<file path="src/rtl/keypad_pkg.sv">
// -----------------------------------------------------------------------------
// keypad_pkg
// Shared types and helpers for the 4x4 hex keypad scanner.
//   state_t    : scanner FSM states
//   COL_*      : active-low one-hot column drive patterns
//   col_drive  : column index -> column drive pattern
//   key_map    : (row, column) -> hex key code
//   one_low    : true when exactly one active-low row is asserted
//   low_row    : index of the asserted row (meaningful only when one_low)
// -----------------------------------------------------------------------------
package keypad_pkg;

   typedef enum logic [1:0] {
      SCAN       = 2'd0,
      DB_PRESS   = 2'd1,
      HELD       = 2'd2,
      DB_RELEASE = 2'd3
   } state_t;

   localparam logic [3:0] COL_0 = 4'b1110;
   localparam logic [3:0] COL_1 = 4'b1101;
   localparam logic [3:0] COL_2 = 4'b1011;
   localparam logic [3:0] COL_3 = 4'b0111;

   function automatic logic [3:0] col_drive(input logic [1:0] col);
      logic [3:0] drive;
      case (col)
         2'd0:    drive = COL_0;
         2'd1:    drive = COL_1;
         2'd2:    drive = COL_2;
         default: drive = COL_3;
      endcase
      return drive;
   endfunction

   // Physical legend of the keypad, row-major.
   function automatic logic [3:0] key_map(input logic [1:0] row, input logic [1:0] col);
      logic [3:0] code;
      case ({row, col})
         4'b00_00: code = 4'h1;
         4'b00_01: code = 4'h2;
         4'b00_10: code = 4'h3;
         4'b00_11: code = 4'hA;
         4'b01_00: code = 4'h4;
         4'b01_01: code = 4'h5;
         4'b01_10: code = 4'h6;
         4'b01_11: code = 4'hB;
         4'b10_00: code = 4'h7;
         4'b10_01: code = 4'h8;
         4'b10_10: code = 4'h9;
         4'b10_11: code = 4'hC;
         4'b11_00: code = 4'hE;
         4'b11_01: code = 4'h0;
         4'b11_10: code = 4'hF;
         default:  code = 4'hD;
      endcase
      return code;
   endfunction

   function automatic logic one_low(input logic [3:0] rows_n);
      return $onehot(~rows_n);
   endfunction

   function automatic logic [1:0] low_row(input logic [3:0] rows_n);
      logic [1:0] idx;
      casez (~rows_n)
         4'b???1: idx = 2'd0;
         4'b??10: idx = 2'd1;
         4'b?100: idx = 2'd2;
         default: idx = 2'd3;
      endcase
      return idx;
   endfunction

endpackage

</file>
<file path="src/rtl/sync_2ff.sv">
// -----------------------------------------------------------------------------
// sync_2ff
// 4-bit two-flop synchronizer for the asynchronous keypad rows. Resets to
// 4'b1111 so an idle (pulled-up) keypad is seen during and right after reset.
//   clk    in  system clock
//   reset  in  synchronous, active-high reset
//   d      in  asynchronous input
//   q      out synchronized output (2 cycles of latency)
// -----------------------------------------------------------------------------
module sync_2ff (
   input  logic       clk,
   input  logic       reset,
   input  logic [3:0] d,
   output logic [3:0] q
);

   logic [3:0] meta_q;
   logic [3:0] sync_q;

   // NOTE: sequential state uses non-blocking assignments so every flop
   // samples the pre-edge value; blocking here would collapse the two stages.
   always_ff @(posedge clk) begin
      if (reset) begin
         meta_q <= 4'hF;
         sync_q <= 4'hF;
      end else begin
         meta_q <= d;
         sync_q <= meta_q;
      end
   end

   assign q = sync_q;

endmodule

</file>
<file path="src/rtl/keypad_scanner.sv">
// -----------------------------------------------------------------------------
// keypad_scanner
// Column-scanning controller for a 4x4 hex keypad with press and release
// debouncing and a two-digit history for the seven-segment display path.
//   clk        in  system clock
//   reset      in  synchronous, active-high reset
//   row_n      in  keypad rows, asynchronous, active-low
//   col_n      out column drive, one-hot active-low
//   key_code   out hex value of the last accepted key
//   key_valid  out one-cycle pulse per accepted press
//   key_held   out high while the accepted key is considered pressed
//   digit_new  out most recent accepted digit
//   digit_old  out digit accepted before digit_new
// -----------------------------------------------------------------------------
module keypad_scanner
   import keypad_pkg::*;
#(
   parameter int SCAN_CYCLES     = 48000,
   parameter int DEBOUNCE_CYCLES = 960000
) (
   input  logic       clk,
   input  logic       reset,
   input  logic [3:0] row_n,
   output logic [3:0] col_n,
   output logic [3:0] key_code,
   output logic       key_valid,
   output logic       key_held,
   output logic [3:0] digit_new,
   output logic [3:0] digit_old
);

   localparam int SC_W = $clog2(SCAN_CYCLES);
   localparam int DB_W = $clog2(DEBOUNCE_CYCLES);

   localparam logic [SC_W-1:0] DWELL_LAST = SC_W'(SCAN_CYCLES - 1);
   localparam logic [DB_W-1:0] DB_LAST    = DB_W'(DEBOUNCE_CYCLES - 1);

   logic [3:0] rows_s;

   state_t          state_q,     state_d;
   logic [1:0]      col_idx_q,   col_idx_d;
   logic [1:0]      row_idx_q,   row_idx_d;
   logic [SC_W-1:0] dwell_q,     dwell_d;
   logic [DB_W-1:0] db_cnt_q,    db_cnt_d;
   logic [3:0]      col_n_q,     col_n_d;
   logic [3:0]      key_code_q,  key_code_d;
   logic            key_valid_q, key_valid_d;
   logic            key_held_q,  key_held_d;
   logic [3:0]      digit_new_q, digit_new_d;
   logic [3:0]      digit_old_q, digit_old_d;

   logic            row_low;
   logic [3:0]      code_now;

   sync_2ff u_sync (
      .clk   (clk),
      .reset (reset),
      .d     (row_n),
      .q     (rows_s)
   );

   // The latched row is the only one that matters once a key is captured.
   assign row_low  = ~rows_s[row_idx_q];
   assign code_now = key_map(row_idx_q, col_idx_q);

   // NOTE: every signal driven here gets a default first, so no path through
   // the case statement can leave one unassigned and infer a latch.
   always_comb begin
      state_d     = state_q;
      col_idx_d   = col_idx_q;
      row_idx_d   = row_idx_q;
      dwell_d     = dwell_q;
      db_cnt_d    = db_cnt_q;
      key_code_d  = key_code_q;
      key_valid_d = 1'b0;
      key_held_d  = key_held_q;
      digit_new_d = digit_new_q;
      digit_old_d = digit_old_q;

      case (state_q)
         SCAN: begin
            // Rows are only trusted on the last dwell cycle, after settling.
            if (dwell_q == DWELL_LAST) begin
               dwell_d = '0;
               if (one_low(rows_s)) begin
                  row_idx_d = low_row(rows_s);
                  db_cnt_d  = '0;
                  state_d   = DB_PRESS;
               end else begin
                  // Idle column or ghosting/multi-key: keep scanning.
                  col_idx_d = col_idx_q + 2'd1;
               end
            end else begin
               dwell_d = dwell_q + SC_W'(1);
            end
         end

         DB_PRESS: begin
            if (!row_low) begin
               state_d   = SCAN;
               col_idx_d = col_idx_q + 2'd1;
               dwell_d   = '0;
            end else if (db_cnt_q == DB_LAST) begin
               state_d     = HELD;
               key_code_d  = code_now;
               digit_old_d = digit_new_q;
               digit_new_d = code_now;
               key_valid_d = 1'b1;
               key_held_d  = 1'b1;
            end else begin
               db_cnt_d = db_cnt_q + DB_W'(1);
            end
         end

         HELD: begin
            // Column stays frozen; other keys cannot steal the scanner.
            if (!row_low) begin
               db_cnt_d = '0;
               state_d  = DB_RELEASE;
            end
         end

         DB_RELEASE: begin
            if (row_low) begin
               db_cnt_d = '0;
               state_d  = HELD;
            end else if (db_cnt_q == DB_LAST) begin
               state_d    = SCAN;
               col_idx_d  = col_idx_q + 2'd1;
               dwell_d    = '0;
               key_held_d = 1'b0;
            end else begin
               db_cnt_d = db_cnt_q + DB_W'(1);
            end
         end

         default: begin
            state_d = SCAN;
         end
      endcase

      col_n_d = col_drive(col_idx_d);
   end

   always_ff @(posedge clk) begin
      if (reset) begin
         state_q     <= SCAN;
         col_idx_q   <= 2'd0;
         row_idx_q   <= 2'd0;
         dwell_q     <= '0;
         db_cnt_q    <= '0;
         col_n_q     <= COL_0;
         key_code_q  <= 4'h0;
         key_valid_q <= 1'b0;
         key_held_q  <= 1'b0;
         digit_new_q <= 4'h0;
         digit_old_q <= 4'h0;
      end else begin
         state_q     <= state_d;
         col_idx_q   <= col_idx_d;
         row_idx_q   <= row_idx_d;
         dwell_q     <= dwell_d;
         db_cnt_q    <= db_cnt_d;
         col_n_q     <= col_n_d;
         key_code_q  <= key_code_d;
         key_valid_q <= key_valid_d;
         key_held_q  <= key_held_d;
         digit_new_q <= digit_new_d;
         digit_old_q <= digit_old_d;
      end
   end

   assign col_n     = col_n_q;
   assign key_code  = key_code_q;
   assign key_valid = key_valid_q;
   assign key_held  = key_held_q;
   assign digit_new = digit_new_q;
   assign digit_old = digit_old_q;

endmodule

</file>
<file path="config.mk">
export PLATFORM = sky130hd
export DESIGN_NAME = keypad_scanner
export DESIGN_NICKNAME = d
export VERILOG_FILES = /design/src/rtl/keypad_pkg.sv /design/src/rtl/sync_2ff.sv /design/src/rtl/keypad_scanner.sv
export SDC_FILE = /design/constraint.sdc
export NUM_CORES = 1
export LEC_CHECK = 0
export ABC_CLOCK_PERIOD_IN_PS = 4200
export BUFFER_PORTS_ARGS = -buffer_cell sky130_fd_sc_hd__buf_2
export CAP_MARGIN = 20
export CELL_PAD_IN_SITES_DETAIL_PLACEMENT = 1
export CELL_PAD_IN_SITES_GLOBAL_PLACEMENT = 1
export CORE_ASPECT_RATIO = 1.25
export CORE_MARGIN = 5
export CORE_UTILIZATION = 25
export CTS_BUF_LIST = sky130_fd_sc_hd__clkbuf_8
export CTS_CLUSTER_SIZE = 28
export DETAILED_ROUTE_END_ITERATION = 6
export HOLD_SLACK_MARGIN = 0.02
export PLACE_DENSITY_LB_ADDON = 0.1
export SLEW_MARGIN = 30
export SYNTH_ARGS = -nofsm -noshare
export SYNTH_HDL_FRONTEND = slang
export SYNTH_SLANG_ARGS = --single-unit
</file>
<file path="constraint.sdc">
create_clock -name clk -period 4.2 [get_ports clk]
set_clock_uncertainty 0.1 [all_clocks]
set_input_delay 0.84 -clock clk [delete_from_list [all_inputs] [get_ports clk]]
set_output_delay 0.84 -clock clk [all_outputs]
set_load 0.01 [all_outputs]
</file>
==> results.yml <==
yosys:
  syn_avg_cell_area_sq_um: 8.54
  syn_area_sq_mm: 0.00332
  synth_area_leaders: "dfxtp_1, nor2_1, xnor2_1, ha_1, a21oi_1"
  synth_cell_types: 58
  synth_fa_ha_area_share_pct: 4.37
  synthArstFlopShare_pct: 0
  syn_inst: 389
  yosys_warnings: 0
  netlist_top_cells_count: "dfxtp_1, nor2_1, nand2_1"
  synth_edf_count: 0
  yosysMostFrequentCell: "dfxtp_1"
  synth_compound_area_share_pct: 15.3
  synth_top_family_by_area: "simple AND/OR/NAND/NOR gates"
  ys.flop_type: "dfxtp_1"
  ys_seq_elements: 64
  synth_fp_nets: 406
  yosysTopAreaCell: "dfxtp_1"
  yosys.area_share.simple_pct: 25.4
  seq_area_frac_synth_pct: 38.6
  netlist.area_leader.share_pct: 38.6
  synth_xor_area_share_pct: 6.86
  synthMuxAreaShare_pct: 3.69
die:
  start_util_pct: 25.3
  placementRows: 47
  ios: 24
  dieArea_sq_mm: 0.0157
  die_width_microns: 113
  die_y_microns: 139
  core-area_sq_mm: 0.0131
detailed_routing:
  wire_per_inst_microns: 15.4
  top_layer: "met4"
  routed-wl-met3_microns: 252
  met2_wirelength_microns: 4650
  dr.pass1.iters: 4
  drtIter0Drc: 48
  vias: 2767
  drcViolationCount: 0
  avgViaCountPerCell: 4.76
  drt-met1-wl_microns: 3880
  drtAntennaViolNets: 0
  drt-total-wl_microns: 8930
pwr:
  seq_power_share_pct: 51.7
  intPower_uw: 921
  clock_power_share_pct: 44.7
  ir_drop_mv: 0.119
  finalPower_mw: 1.21
  switching_share_pct: 23.6
  power_density_mw_per_mm2: 322
  combinationalPowerShare_pct: 3.6
  p_leak_nw: 1.35
  power_switching_uw: 284
global_routing:
  grt_usage_pct: 11.9
  grt-ovfl-total: 0
  grt_first_pass_wirelength_microns: 15000
  antenna_found_initial: 0
  grt_max_degree: 24
  grt_pass1_vias: 2919
clock_tree:
  cts.repair.resized: 0
  clk_latency_ns: 0.35
  numCtsBuffers: 9
  root_buffer: "clkbuf_8"
  cts_hold_buffers: 0
  cts_max_path_buffers: 2
  cts_setup_buffers: 0
  cts_sinks: 64
  tritoncts: "yes"
  cts.htree.levels: 3
  clk_pin_slew_ns: 0.08
finish:
  synthToLayoutAreaGrowth_pct: 12.8
  antenna-diode-count: 0
  final_area_sq_mm: 0.00374
  drive_above_1_share_pct: 15.1
  fin_nets: 422
timing:
  rsz0062_at_grt: "no"
  final-hold-violation-count: 0
  min_period_ns: 3.39
  setup_tns_ns: 0
  fin_ws_ns: 0.815
  slew-limit-headroom_pct: 49.6
  worst_pin_slew_ns: 0.751
  drv_slew: 0
  period_share_pct: 80.6
  hold_slack_ns: 0.314
  fmax_mhz: 295
  finalSetupViolCount: 0
place:
  portBuffers: 23
  dpl_worst_slack_ns: 0.791
  post-dp-hpwl_microns: 6520
  place_area_sq_mm: 0.00355
  gp_congestion: 0.730
setup_path:
  end_kind: "flip-flop"
  rr_worst_depth: 10
  cp.arrival_ns: 3.52
  path_buf_inv: 2
  critPathTopFamily: "simple AND/OR/NAND/NOR gates"
  cp-start-kind: "flip-flop"
  critPathMaxStageDelay_ns: 0.55
  worst-path-stages: 10
  crit_fanout: 11
  required_ns: 4.34
  worstSetupPathType: "flip-flop to flip-flop"
  slowest_stage: "fa_1"
  cp_cell_sequence: "fa_1, inv_1, ha_1, ha_1, or3b_2, or4_1, nand2_1, buf_4, nand4b_1, nand2_1"
worst_hold_path:
  hold_path_depth: 1
  worstHoldPathType: "flip-flop to flip-flop"
status:
  status: "completed"
flow_run:
  maxCapViolCount: 0
## state kept, by name, indices dropped and copies added, names as in the netlist, 2 cells and up, named ones only
signal         count
db_cnt_q          20
col_n              4
digit_new          4
dwell_q           16
digit_old          4
col_idx_q          2
row_idx_q          2
u_sync.meta_q      4
u_sync.q           4
## cells by family (layout without fill, tap and decap cells)
logic type	count (synthesis)	count (layout)
and+or+nand+nor	169	169
AOI/OAI and AO/OA	70	70
DFF	64	64
buffers and inverters	38	59
xor gates and xnor gates	26	26
adders and majority gates	11	11
muxes	11	11
## power by group through the flow
stage | combinational (mW) | sequential (mW) | clock [mW]
global route | 0.0496 | 0.624 | 0.597
global placement | 0.0442 | 0.637 | 0
finish | 0.0434 | 0.623 | 0.539
detailed placement | 0.0449 | 0.637 | 0
CTS | 0.0451 | 0.623 | 0.562
floorplan | 0.0322 | 0.635 | 0
## stage by stage
step,utilization (%),cells
3_3_place_gp,27.0,565
2_1_floorplan,-,389
4_1_cts,28.6,581
3_5_place_dp,27.0,565
6_report,28.6,581
5_1_grt,28.6,581
## layout by cell type, fill, tap and decap left out, drive strengths merged, types with 3 or more instances in the layout
cell | Yosys | layout
clkinv | 1 | 4
a211oi | 8 | 8
inv | 15 | 16
ha | 10 | 10
nor4 | 8 | 8
or2 | 9 | 9
xor2 | 5 | 5
nor4b | 3 | 3
nor2 | 65 | 65
mux2i | 10 | 10
or4 | 3 | 3
nand2 | 25 | 25
nand4 | 9 | 9
nor3 | 11 | 11
clkbuf | 10 | 10
or3 | 3 | 3
nand3 | 14 | 14
and3 | 5 | 5
a21oi | 23 | 23
dfxtp | 64 | 64
o21ai | 12 | 12
buf | 12 | 27
and4 | 3 | 3
xnor2 | 21 | 21
a31oi | 5 | 5
nand4b | 3 | 3
## worst reg2reg max path, cell delays in order, from the launching register on
cell,delay [ns]
dfxtp_1,0.38
fa_1,0.55
inv_1,0.04
ha_1,0.17
ha_1,0.26
or3b_2,0.49
or4_1,0.50
nand2_1,0.37
buf_4,0.25
nand4b_1,0.12
nand2_1,0.06
## area by class of cell
| cell class | count | area [sq um] |
|---|---|---|
| clock buffers | 10 | 138 |
| well taps | 171 | 214 |
| clock inverters | 6 | 60.1 |
| fillers | 1572 | 9370 |
| repair buffers | 27 | 145 |
| inverters | 16 | 60.1 |
| flip-flops and latches | 64 | 1280 |
| multi-input cells | 287 | 1850 |
## path summary, 6_finish.rpt
check / start / to / slack [ns]
setup / recovery: u_sync.q[0] / db_cnt_q[6] / 0.81
hold / removal: u_sync.meta_q[3] / u_sync.q[3] / 0.31
setup reg to reg: u_sync.q[0] / db_cnt_q[6] / 0.81
hold reg to reg: u_sync.meta_q[3] / u_sync.q[3] / 0.31
## routing by layer
layer	vias to the layer above	track usage, %
met5	-	0
met4	0	4.81
met3	10	2.58
met2	26	21.0
met1	1330	13.9
li1	1401	-
Power figures use the tool's default switching activity.
